### src/rtl/ahb_reg_bridge.sv
// AHB-Lite slave bridging single word transfers onto the simple register bus.
// Every accepted AHB transfer becomes one register-bus request; reads are guarded by a response timer.
module ahb_reg_bridge #(
    parameter logic [31:0] BASE_ADDR = 32'h0000_0000,
    parameter int          REG_BYTES = 40,
    parameter int          TIMEOUT   = 16
) (
    input  logic        i_clk_ahb,
    input  logic        i_rst_ahb,
    input  logic        i_hsel,
    input  logic [31:0] i_haddr,
    input  logic [1:0]  i_htrans,
    input  logic        i_hwrite,
    input  logic [2:0]  i_hsize,
    input  logic [31:0] i_hwdata,
    input  logic        i_hready,
    output logic        o_hreadyout,
    output logic        o_hresp,
    output logic [31:0] o_hrdata,
    output logic [31:0] o_address,
    output logic        o_rd0_wr1,
    output logic [31:0] o_wr_data,
    output logic        o_valid,
    input  logic [31:0] i_rd_data,
    input  logic        i_rd_valid,
    input  logic        i_ready,
    output logic        o_timeout
);

    localparam int TW = $clog2(TIMEOUT) + 1;

    // Register-bus handshake: a request is presented while o_valid=1 and is
    // consumed on the rising edge where i_ready=1; address, direction and
    // write data stay constant until then. Read data arrives later on
    // i_rd_valid and is only looked at while waiting for it.
    typedef enum logic [2:0] {
        S_IDLE     = 3'd0,
        S_WR_CAP   = 3'd1,
        S_WR_ISSUE = 3'd2,
        S_RD_ISSUE = 3'd3,
        S_RD_WAIT  = 3'd4,
        S_ERR1     = 3'd5,
        S_ERR2     = 3'd6
    } state_t;

    state_t        state;
    state_t        state_nxt;
    logic [TW-1:0] timer;
    logic          timer_done;
    logic          accept;
    logic          legal;
    logic          in_window;
    logic [32:0]   addr_ext;
    logic [32:0]   win_lo;
    logic [32:0]   win_hi;
    logic [31:0]   offset;

    // ERR2 completes the error response with hreadyout=1, so it also accepts a new address phase.
    assign accept = ((state == S_IDLE) || (state == S_ERR2)) &&
                    i_hsel && i_htrans[1] && i_hready;

    // Window bounds in 33 bits so a window touching the top of memory cannot wrap.
    assign addr_ext   = {1'b0, i_haddr};
    assign win_lo     = {1'b0, BASE_ADDR};
    assign win_hi     = {1'b0, BASE_ADDR} + 33'(REG_BYTES);
    assign in_window  = (addr_ext >= win_lo) && (addr_ext < win_hi);
    assign legal      = (i_hsize == 3'b010) && (i_haddr[1:0] == 2'b00) && in_window;
    assign offset     = i_haddr - BASE_ADDR;
    assign timer_done = (timer == TW'(TIMEOUT - 1));

    // State register
    always_ff @(posedge i_clk_ahb) begin
        if (i_rst_ahb) begin
            state <= S_IDLE;
        end else begin
            state <= state_nxt;
        end
    end

    // Next-state logic
    always_comb begin
        state_nxt = state;
        case (state)
            S_IDLE, S_ERR2: begin
                state_nxt = S_IDLE;
                if (accept) begin
                    if (!legal) begin
                        state_nxt = S_ERR1;
                    end else if (i_hwrite) begin
                        state_nxt = S_WR_CAP;
                    end else begin
                        state_nxt = S_RD_ISSUE;
                    end
                end
            end
            S_WR_CAP: begin
                state_nxt = S_WR_ISSUE;
            end
            S_WR_ISSUE: begin
                if (i_ready) begin
                    state_nxt = S_IDLE;
                end
            end
            S_RD_ISSUE: begin
                if (i_ready) begin
                    state_nxt = S_RD_WAIT;
                end
            end
            S_RD_WAIT: begin
                if (i_rd_valid) begin
                    state_nxt = S_IDLE;
                end else if (timer_done) begin
                    state_nxt = S_ERR1;
                end
            end
            S_ERR1: begin
                state_nxt = S_ERR2;
            end
            default: begin
                state_nxt = S_IDLE;
            end
        endcase
    end

    // Output logic
    always_comb begin
        o_hreadyout = 1'b1;
        o_hresp     = 1'b0;
        o_valid     = 1'b0;
        o_rd0_wr1   = 1'b0;
        case (state)
            S_WR_CAP: begin
                o_hreadyout = 1'b0;
            end
            S_WR_ISSUE: begin
                o_hreadyout = 1'b0;
                o_valid     = 1'b1;
                o_rd0_wr1   = 1'b1;
            end
            S_RD_ISSUE: begin
                o_hreadyout = 1'b0;
                o_valid     = 1'b1;
            end
            S_RD_WAIT: begin
                o_hreadyout = 1'b0;
            end
            S_ERR1: begin
                o_hreadyout = 1'b0;
                o_hresp     = 1'b1;
            end
            S_ERR2: begin
                o_hresp = 1'b1;
            end
            default: begin
            end
        endcase
    end

    // Datapath registers; the offset is only taken for legal transfers so it stays inside the window.
    always_ff @(posedge i_clk_ahb) begin
        if (i_rst_ahb) begin
            o_address <= '0;
            o_wr_data <= '0;
            o_hrdata  <= '0;
            o_timeout <= 1'b0;
            timer     <= '0;
        end else begin
            if (accept && legal) begin
                o_address <= offset;
            end
            if (state == S_WR_CAP) begin
                o_wr_data <= i_hwdata;
            end
            if ((state == S_RD_WAIT) && i_rd_valid) begin
                o_hrdata <= i_rd_data;
            end
            if ((state == S_RD_WAIT) && !i_rd_valid && timer_done) begin
                o_timeout <= 1'b1;
            end
            // Timer counts only in RD_WAIT and is zero on entry; it saturates rather than wraps.
            if ((state == S_RD_WAIT) && !timer_done) begin
                timer <= timer + 1'b1;
            end else if (state != S_RD_WAIT) begin
                timer <= '0;
            end
        end
    end

endmodule

### config.mk
export PLATFORM = sky130hd
export DESIGN_NAME = ahb_reg_bridge
export DESIGN_NICKNAME = d
export VERILOG_FILES = /design/src/rtl/ahb_reg_bridge.sv
export SDC_FILE = /design/constraint.sdc
export NUM_CORES = 1
export LEC_CHECK = 0
export CORE_MARGIN = 2
export CORE_UTILIZATION = 35
export CTS_CLUSTER_DIAMETER = 40
export DETAILED_ROUTE_END_ITERATION = 10
export PLACE_DENSITY_LB_ADDON = 0.25
export SYNTH_ARGS = -nofsm -noshare
export SYNTH_HDL_FRONTEND = slang
export SYNTH_SLANG_ARGS = --single-unit
### constraint.sdc
create_clock -name i_clk_ahb -period 1.9 [get_ports i_clk_ahb]
set_clock_uncertainty 0.15 [all_clocks]
set_input_delay 0.19 -clock i_clk_ahb [delete_from_list [all_inputs] [get_ports i_clk_ahb]]
set_output_delay 0.19 -clock i_clk_ahb [all_outputs]
set_load 0.02 [all_outputs]
==> results.md, run 1 <==
- Dpl cells: 763
- PwrDens: 645 nW/um^2
- Syn Area/Cell: 8.93 um^2
- Most frequent cell after synthesis: nand2_1
- Pin count of the biggest net entering global routing: 53
- Sequential area share after synthesis: 54.2%
- Ys async rst share: 0%
- Vias in the first global route: 3470
- R2R Path End: state[0]
- Min Clock Period, post-route: 1.79 ns
- Hold Path End: o_timeout
- Starting Density: 35.8%
- Fillcell total: 970
- Top-area cell type share of the netlist area: 54.2%
- Syn Inst Count: 434
- Clock buffer depth: 2
- Hold path depth: 2
- Layout cells sized above 1: 8.76%
- Vias: 3615
- Die height: 109 um
- CTS tree: yes
- Final setup violation count: 0
- Row count: 38
- CP endpoint kind: flop
- Wire per inst: 14.0 um
- Total wire length: 10900 um
- Slew HR: 64.8%
- Synthesized cell area: 3880 um^2
- Post-DP HPWL: 7970 um
- Setup Crit Path Kind: primary input to flop
- Launch point of the worst reg-to-reg path: timer[0]
- R2R setup slack: 0.12 ns
- Clock transition at path regs: 0.10 ns
- Final period util: 94.4%
- Hold path start: i_rst_ahb
- Fmax: 558 MHz
- Status: finished clean
- Multi-input logic area: 1640 um^2
- P&R area growth vs syn: 62.8%
- # nets final: 744
- PortBufs: 207
- H-tree depth: 3
- Slew of the pin with the lowest slew margin: 0.528 ns
- Initial antenna violation count: 0
- Synthesized Nets: 544
- Max-cap violation count: 0
- Hold Crit Class: primary input to flop
- Core footprint: 10800 um^2
- DP Area: 6120 um^2
- Ys flop type: dfxtp_1
- Path depth of the worst reg2reg path: 7
- Commonest cells in the netlist: nand2_1 (131), dfxtp_1 (105), a21oi_1 (68), clkbuf_1 (23), nor3b_1 (19)
- Final max-slew violation count: 0
- GP Congestion: 0.774
- Overflow after GRT: 0
- Data arrival, critical path: 1.91 ns
- Register area: 2110 um^2
- YS warnings: 0
- Post-Route Setup TNS: 0 ns
- Yosys cell types: 39
- Area leader, netlist: dfxtp_1
- Leakage: 0.00220 uW
- DR pass1 iterations: 4
- Final antenna-violating net count: 0
- Hold Vio Cnt, Final: 0
- Clk_lat worst skew: 0.37 ns
- CTS Buf Count: 9
- Die Area: 11900 um^2
- Total Routing Usage GR: 17.9%
- Finished layout cell area: 6310 um^2
- Worst-path fanout max: 21
- Top cells by area, synth: dfxtp_1 (54%), nand2_1 (13%), a21oi_1 (8.8%), nor3b_1 (3.7%), nor3b_2 (3.2%)
- Sink Count: 105
- Worst Hold Slack: 0.133 ns
- Post-layout util: 58.2%
- Boundary pin count: 209
- Global-route wire length before repair: 16700 um
- # diodes: 0
- Worst Path Required: 2.01 ns
- EDFF count, synth: 0
- DIE WIDTH: 109 um
- # DRC: 0
- Clk root buf: clkbuf_8
- Vias/cell: 4.64
- Critical Path Start Type: primary input
- First DRT Iteration DRCs: 196
- Unrepaired setup endpoints after global routing: false
- Final cell count without fillers: 779
- #FFs+latches synth: 105
- Max VDD drop: 0.306 mV
cells in the final DEF (no fill, tap or decap), drive strengths merged:
| cell type | synthesis | routed |
|---|---|---|
| a21boi | 1 | 1 |
| a21o | 2 | 2 |
| a21oi | 68 | 68 |
| a22o | 1 | 1 |
| a31oi | 1 | 1 |
| and2 | 1 | 1 |
| and3 | 1 | 1 |
| and4b | 1 | 1 |
| buf | 8 | 14 |
| clkbuf | 23 | 9 |
| clkdlybuf4s50 | 0 | 202 |
| clkinv | 0 | 2 |
| dfxtp | 105 | 105 |
| dlygate4sd2 | 0 | 4 |
| ha | 2 | 2 |
| inv | 3 | 8 |
| mux2i | 5 | 5 |
| nand2 | 131 | 131 |
| nand2b | 13 | 13 |
| nand3 | 2 | 2 |
| nand4 | 1 | 1 |
| nand4b | 1 | 1 |
| nor2 | 9 | 9 |
| nor2b | 1 | 1 |
| nor3 | 5 | 5 |
| nor3b | 29 | 29 |
| nor4 | 9 | 9 |
| nor4b | 1 | 1 |
| o21a | 1 | 1 |
| o21ai | 1 | 1 |
| o22ai | 1 | 1 |
| o2bb2ai | 1 | 1 |
| or2 | 2 | 2 |
| or3 | 1 | 1 |
| xnor2 | 1 | 1 |
| xor2 | 2 | 2 |
repair_timing:
item                       CTS  global route
gates resized for setup      6             4
hold buffers                 0             0
buffers inserted             0             0
setup endpoints to repair    4            53
kinds of logic after synthesis:
group | synth area share [%]
AND/OR/NAND/NOR | 28.9
flip-flops | 54.2
AO/OA/AOI/OAI | 10.5
buffers and inverters | 3.84
multiplexers | 1.29
XOR/XNOR | 0.678
adder cells (fa/ha/maj) | 0.645
how the worst max path moves through the flow:
stage / startpoint / end / slack [ns] / depth (start not counted)
2_1_floorplan: state[0] / o_address[17] / 0.06 / 6
3_5_place_dp: i_haddr[6] / o_address[30] / -0.30 / 6
5_1_grt: i_haddr[6] / o_address[31] / 0.02 / 6
6_report: i_haddr[6] / o_address[31] / 0.11 / 6
3_3_place_gp: i_hsize[2] / o_address[8] / -0.27 / 6
4_1_cts: state[2] / o_valid / 0.03 / 3
routing by layer:
| layer | global-route usage [%] | part of all wire, % | wire [um] | vias to the layer above |
|---|---|---|---|---|
| li1 | - | - | - | 1832 |
| met2 | 30.3 | 47 | 5150 | 136 |
| met3 | 5.68 | 10 | 1100 | 13 |
| met5 | 0 | 0 | 0 | - |
| met4 | 7.05 | 1.5 | 166 | 0 |
| met1 | 20.9 | 41 | 4460 | 1634 |
report_power, final:
group / internal [uW] / total (uW) / switching (uW)
combinational: 300 / 504 / 204
clock: 501 / 1310 / 809
sequential: 2240 / 2260 / 22.5
sequential cells by signal (all words and copies together) (netlist names):
name and cells:
o_address 32, o_wr_data 32, timer 5, state 3
o_hrdata 32, o_timeout 1
cell type report:
type / instances / share of cell area, %
Sequential cell: 105 / 33.4
Clock buffer: 9 / 1.96
Multi-Input combinational cell: 295 / 26.0
Inverter: 3 / 0.178
Tap cell: 140 / 2.78
Clock inverter: 7 / 0.912
Timing Repair Buffer: 220 / 34.8
metrics by stage:
stage	worst slack, ns	total power, uW
finish	0.106	4070
global placement	-0.270	2810
floorplan	0.0601	2480
detailed placement	-0.300	2820
CTS	0.0289	4120
global route	0.0205	4250
worst max-delay path, stage by stage:
cell and delay, ns:
clkdlybuf4s50_1 0.42, nor4b_2 0.38, nand4_2 0.23, nor4_4 0.40, buf_12 0.21, nor3b_1 0.07
(Power assumes the default switching activity.)
==> run 2, diff against run 1 <==
--- a/config.mk
+++ b/config.mk
@@ -9,7 +9,7 @@
 export CORE_UTILIZATION = 35
 export CTS_CLUSTER_DIAMETER = 40
 export DETAILED_ROUTE_END_ITERATION = 10
-export PLACE_DENSITY_LB_ADDON = 0.25
+export PLACE_DENSITY = 0.76
 export SYNTH_ARGS = -nofsm -noshare
 export SYNTH_HDL_FRONTEND = slang
 export SYNTH_SLANG_ARGS = --single-unit
==> results.md, run 2 (synthesis gave the netlist of run 1 again) <==
- DIE WIDTH: 109 um (unchanged)
- R2R setup slack: 0.15 ns (was 0.12 ns)
- Levels on crit path: 3 (was 6)
- Sink Count: 105 (unchanged)
- CTS tree: yes (unchanged)
- GP Congestion: 0.764 (was 0.774)
- Crit path from: state[2] (was i_haddr[6])
- Slew HR: 60.1% (was 64.8%)
- Hold Crit Class: primary input to flop (unchanged)
- Post-DP HPWL: 8110 um (was 7970 um)
- Vias/cell: 4.72 (was 4.64)
- Worst Path Buf+Inv: 1 (was 2)
- Overflow after GRT: 0 (unchanged)
- Clock transition at path regs: 0.09 ns (was 0.10 ns)
- # DRC: 0 (unchanged)
- Clock buffer depth: 2 (unchanged)
- Pin count of the biggest net entering global routing: 44 (was 53)
- Max-cap violation count: 0 (unchanged)
- Final period util: 93.5% (was 94.4%)
- Hold Vio Cnt, Final: 0 (unchanged)
- Post-CTS Hold Fix Bufs: 0 (unchanged)
- Slowest stage delay, CP: 0.37 ns (was 0.42 ns)
- Initial antenna violation count: 0 (unchanged)
- Finished layout cell area: 6370 um^2 (was 6310 um^2)
- Final max-slew violation count: 0 (unchanged)
- Vias: 3683 (was 3615)
- Cells along the critical path: nand2b_2 -> nor2_1 -> dlygate4sd2_1 (was clkdlybuf4s50_1 -> nor4b_2 -> nand4_2 -> nor4_4 -> buf_12 -> nor3b_1)
- P&R area growth vs syn: 64.4% (was 62.8%)
- DP Area: 6150 um^2 (was 6120 um^2)
- Slew of the pin with the lowest slew margin: 0.598 ns (was 0.528 ns)
- Final antenna-violating net count: 0 (unchanged)
- Fillcell total: 940 (was 970)
- Post-Place Worst Slack: -0.276 ns (was -0.300 ns)
- Max VDD drop: 0.390 mV (was 0.306 mV)
- # nets final: 746 (was 744)
- CP delay by family, top: flip-flops (was simple AND/OR/NAND/NOR gates)
- R2R Path End: state[0] (unchanged)
- Largest regs: o_address (32), o_hrdata (32), o_wr_data (32) (unchanged)
- Row count: 38 (unchanged)
- Min Clock Period, post-route: 1.78 ns (was 1.79 ns)
- Starting Density: 35.8% (unchanged)
- Status: finished clean (unchanged)
- Final setup violation count: 0 (unchanged)
- Total wire length: 10800 um (was 10900 um)
- Post-CTS Resized: 8 (was 6)
- CP endpoint kind: output pin (was flop)
- Most frequent cells in the layout: clkdlybuf4s50_1 (202), nand2_1 (131), dfxtp_1 (102), a21oi_1 (68), nor3b_1 (19) (was clkdlybuf4s50_1 (202), nand2_1 (131), dfxtp_1 (102), a21oi_1 (68), nor3b_1 (18))
- PortBufs: 207 (unchanged)
- # diodes: 0 (unchanged)
- Unrepaired setup endpoints after global routing: false (unchanged)
- Vias in the first global route: 3639 (was 3470)
- Clk root buf: clkbuf_8 (unchanged)
- Critical Path Start Type: flop (was primary input)
- Wire per inst: 13.8 um (was 14.0 um)
- Worst Path Required: 1.56 ns (was 2.01 ns)
- Hold path start: i_rst_ahb (unchanged)
- Die height: 109 um (unchanged)
- DR pass1 iterations: 4 (unchanged)
- Total Routing Usage GR: 17.8% (was 17.9%)
- Layout cells sized above 1: 9.06% (was 8.76%)
- Worst Setup EP: o_rd0_wr1 (was o_address[31])
- PnR worst setup slack: 0.123 ns (was 0.106 ns)
- PwrDens: 669 nW/um^2 (was 645 nW/um^2)
- Data arrival, critical path: 1.44 ns (was 1.91 ns)
- H-tree depth: 3 (unchanged)
- Commonest non-fill, non-tap cell in the layout: clkdlybuf4s50_1 (unchanged)
- Leakage: 0.00222 uW (was 0.00220 uW)
- Post-CTS Setup Repair Bufs: 0 (unchanged)
- Setup Crit Path Kind: flop to output pin (was primary input to flop)
- Die Area: 11900 um^2 (unchanged)
- CTS Buf Count: 9 (unchanged)
- Path depth of the worst reg2reg path: 7 (unchanged)
- CP max-delay cell: dfxtp_2 (was clkdlybuf4s50_1)
- Worst Hold Slack: 0.126 ns (was 0.133 ns)
- Worst-path fanout max: 9 (was 21)
- Clk_lat worst skew: 0.35 ns (was 0.37 ns)
- Fmax: 563 MHz (was 558 MHz)
- Core footprint: 10800 um^2 (unchanged)
- Boundary pin count: 209 (unchanged)
- First DRT Iteration DRCs: 184 (was 196)
- Post-layout util: 58.8% (was 58.2%)
- Global-route wire length before repair: 16600 um (was 16700 um)
- Launch point of the worst reg-to-reg path: timer[0] (unchanged)
==> run 2: report_power, final <==
part	leakage (uW)	switching (uW)	internal, uW
Sequential	0.000849	22.4	2230
Clock	0.000106	717	777
Combinational	0.00126	205	306
==> run 2: per-layer routing <==
layer / GRT usage (%) / vias to the layer above / routed length [um]
met5: 0 / - / 0
met4: 5.15 / 0 / 113
met3: 7.41 / 10 / 1140
met2: 31.7 / 142 / 5340
met1: 19.2 / 1691 / 4170
li1: - / 1840 / -
==> run 2: per-stage QoR <==
| stage | instances | power (uW) | TNS (ns) |
|---|---|---|---|
| floorplan | 434 | 2480 | 0 |
| global placement | 765 | 2810 | -6.59 |
| detailed placement | 765 | 2820 | -8.68 |
| CTS | 780 | 4320 | 0 |
| global route | 780 | 4450 | 0 |
| finish | 780 | 4260 | 0 |
==> run 2: final cells by class <==
type                            instances  area [um^2]  share of cell area, %
Timing Repair Buffer                  222         2220                   34.9
Sequential cell                       105         2110                   33.0
Multi-Input combinational cell        295         1640                   25.7
Tap cell                              140          175                   2.75
Clock buffer                           11          141                   2.22
Clock inverter                          4         76.3                   1.20
Inverter                                3         11.3                  0.177
==> run 2: worst min path at each step <==
| stage | to | cells after the start | slack (ns) |
|---|---|---|---|
| 2_1_floorplan | o_wr_data[0] | 2 | 0.18 |
| 3_3_place_gp | o_hrdata[9] | 2 | 0.29 |
| 3_5_place_dp | o_wr_data[31] | 2 | 0.30 |
| 4_1_cts | o_timeout | 2 | 0.10 |
| 5_1_grt | o_hrdata[2] | 2 | 0.12 |
| 6_report | o_timeout | 2 | 0.13 |
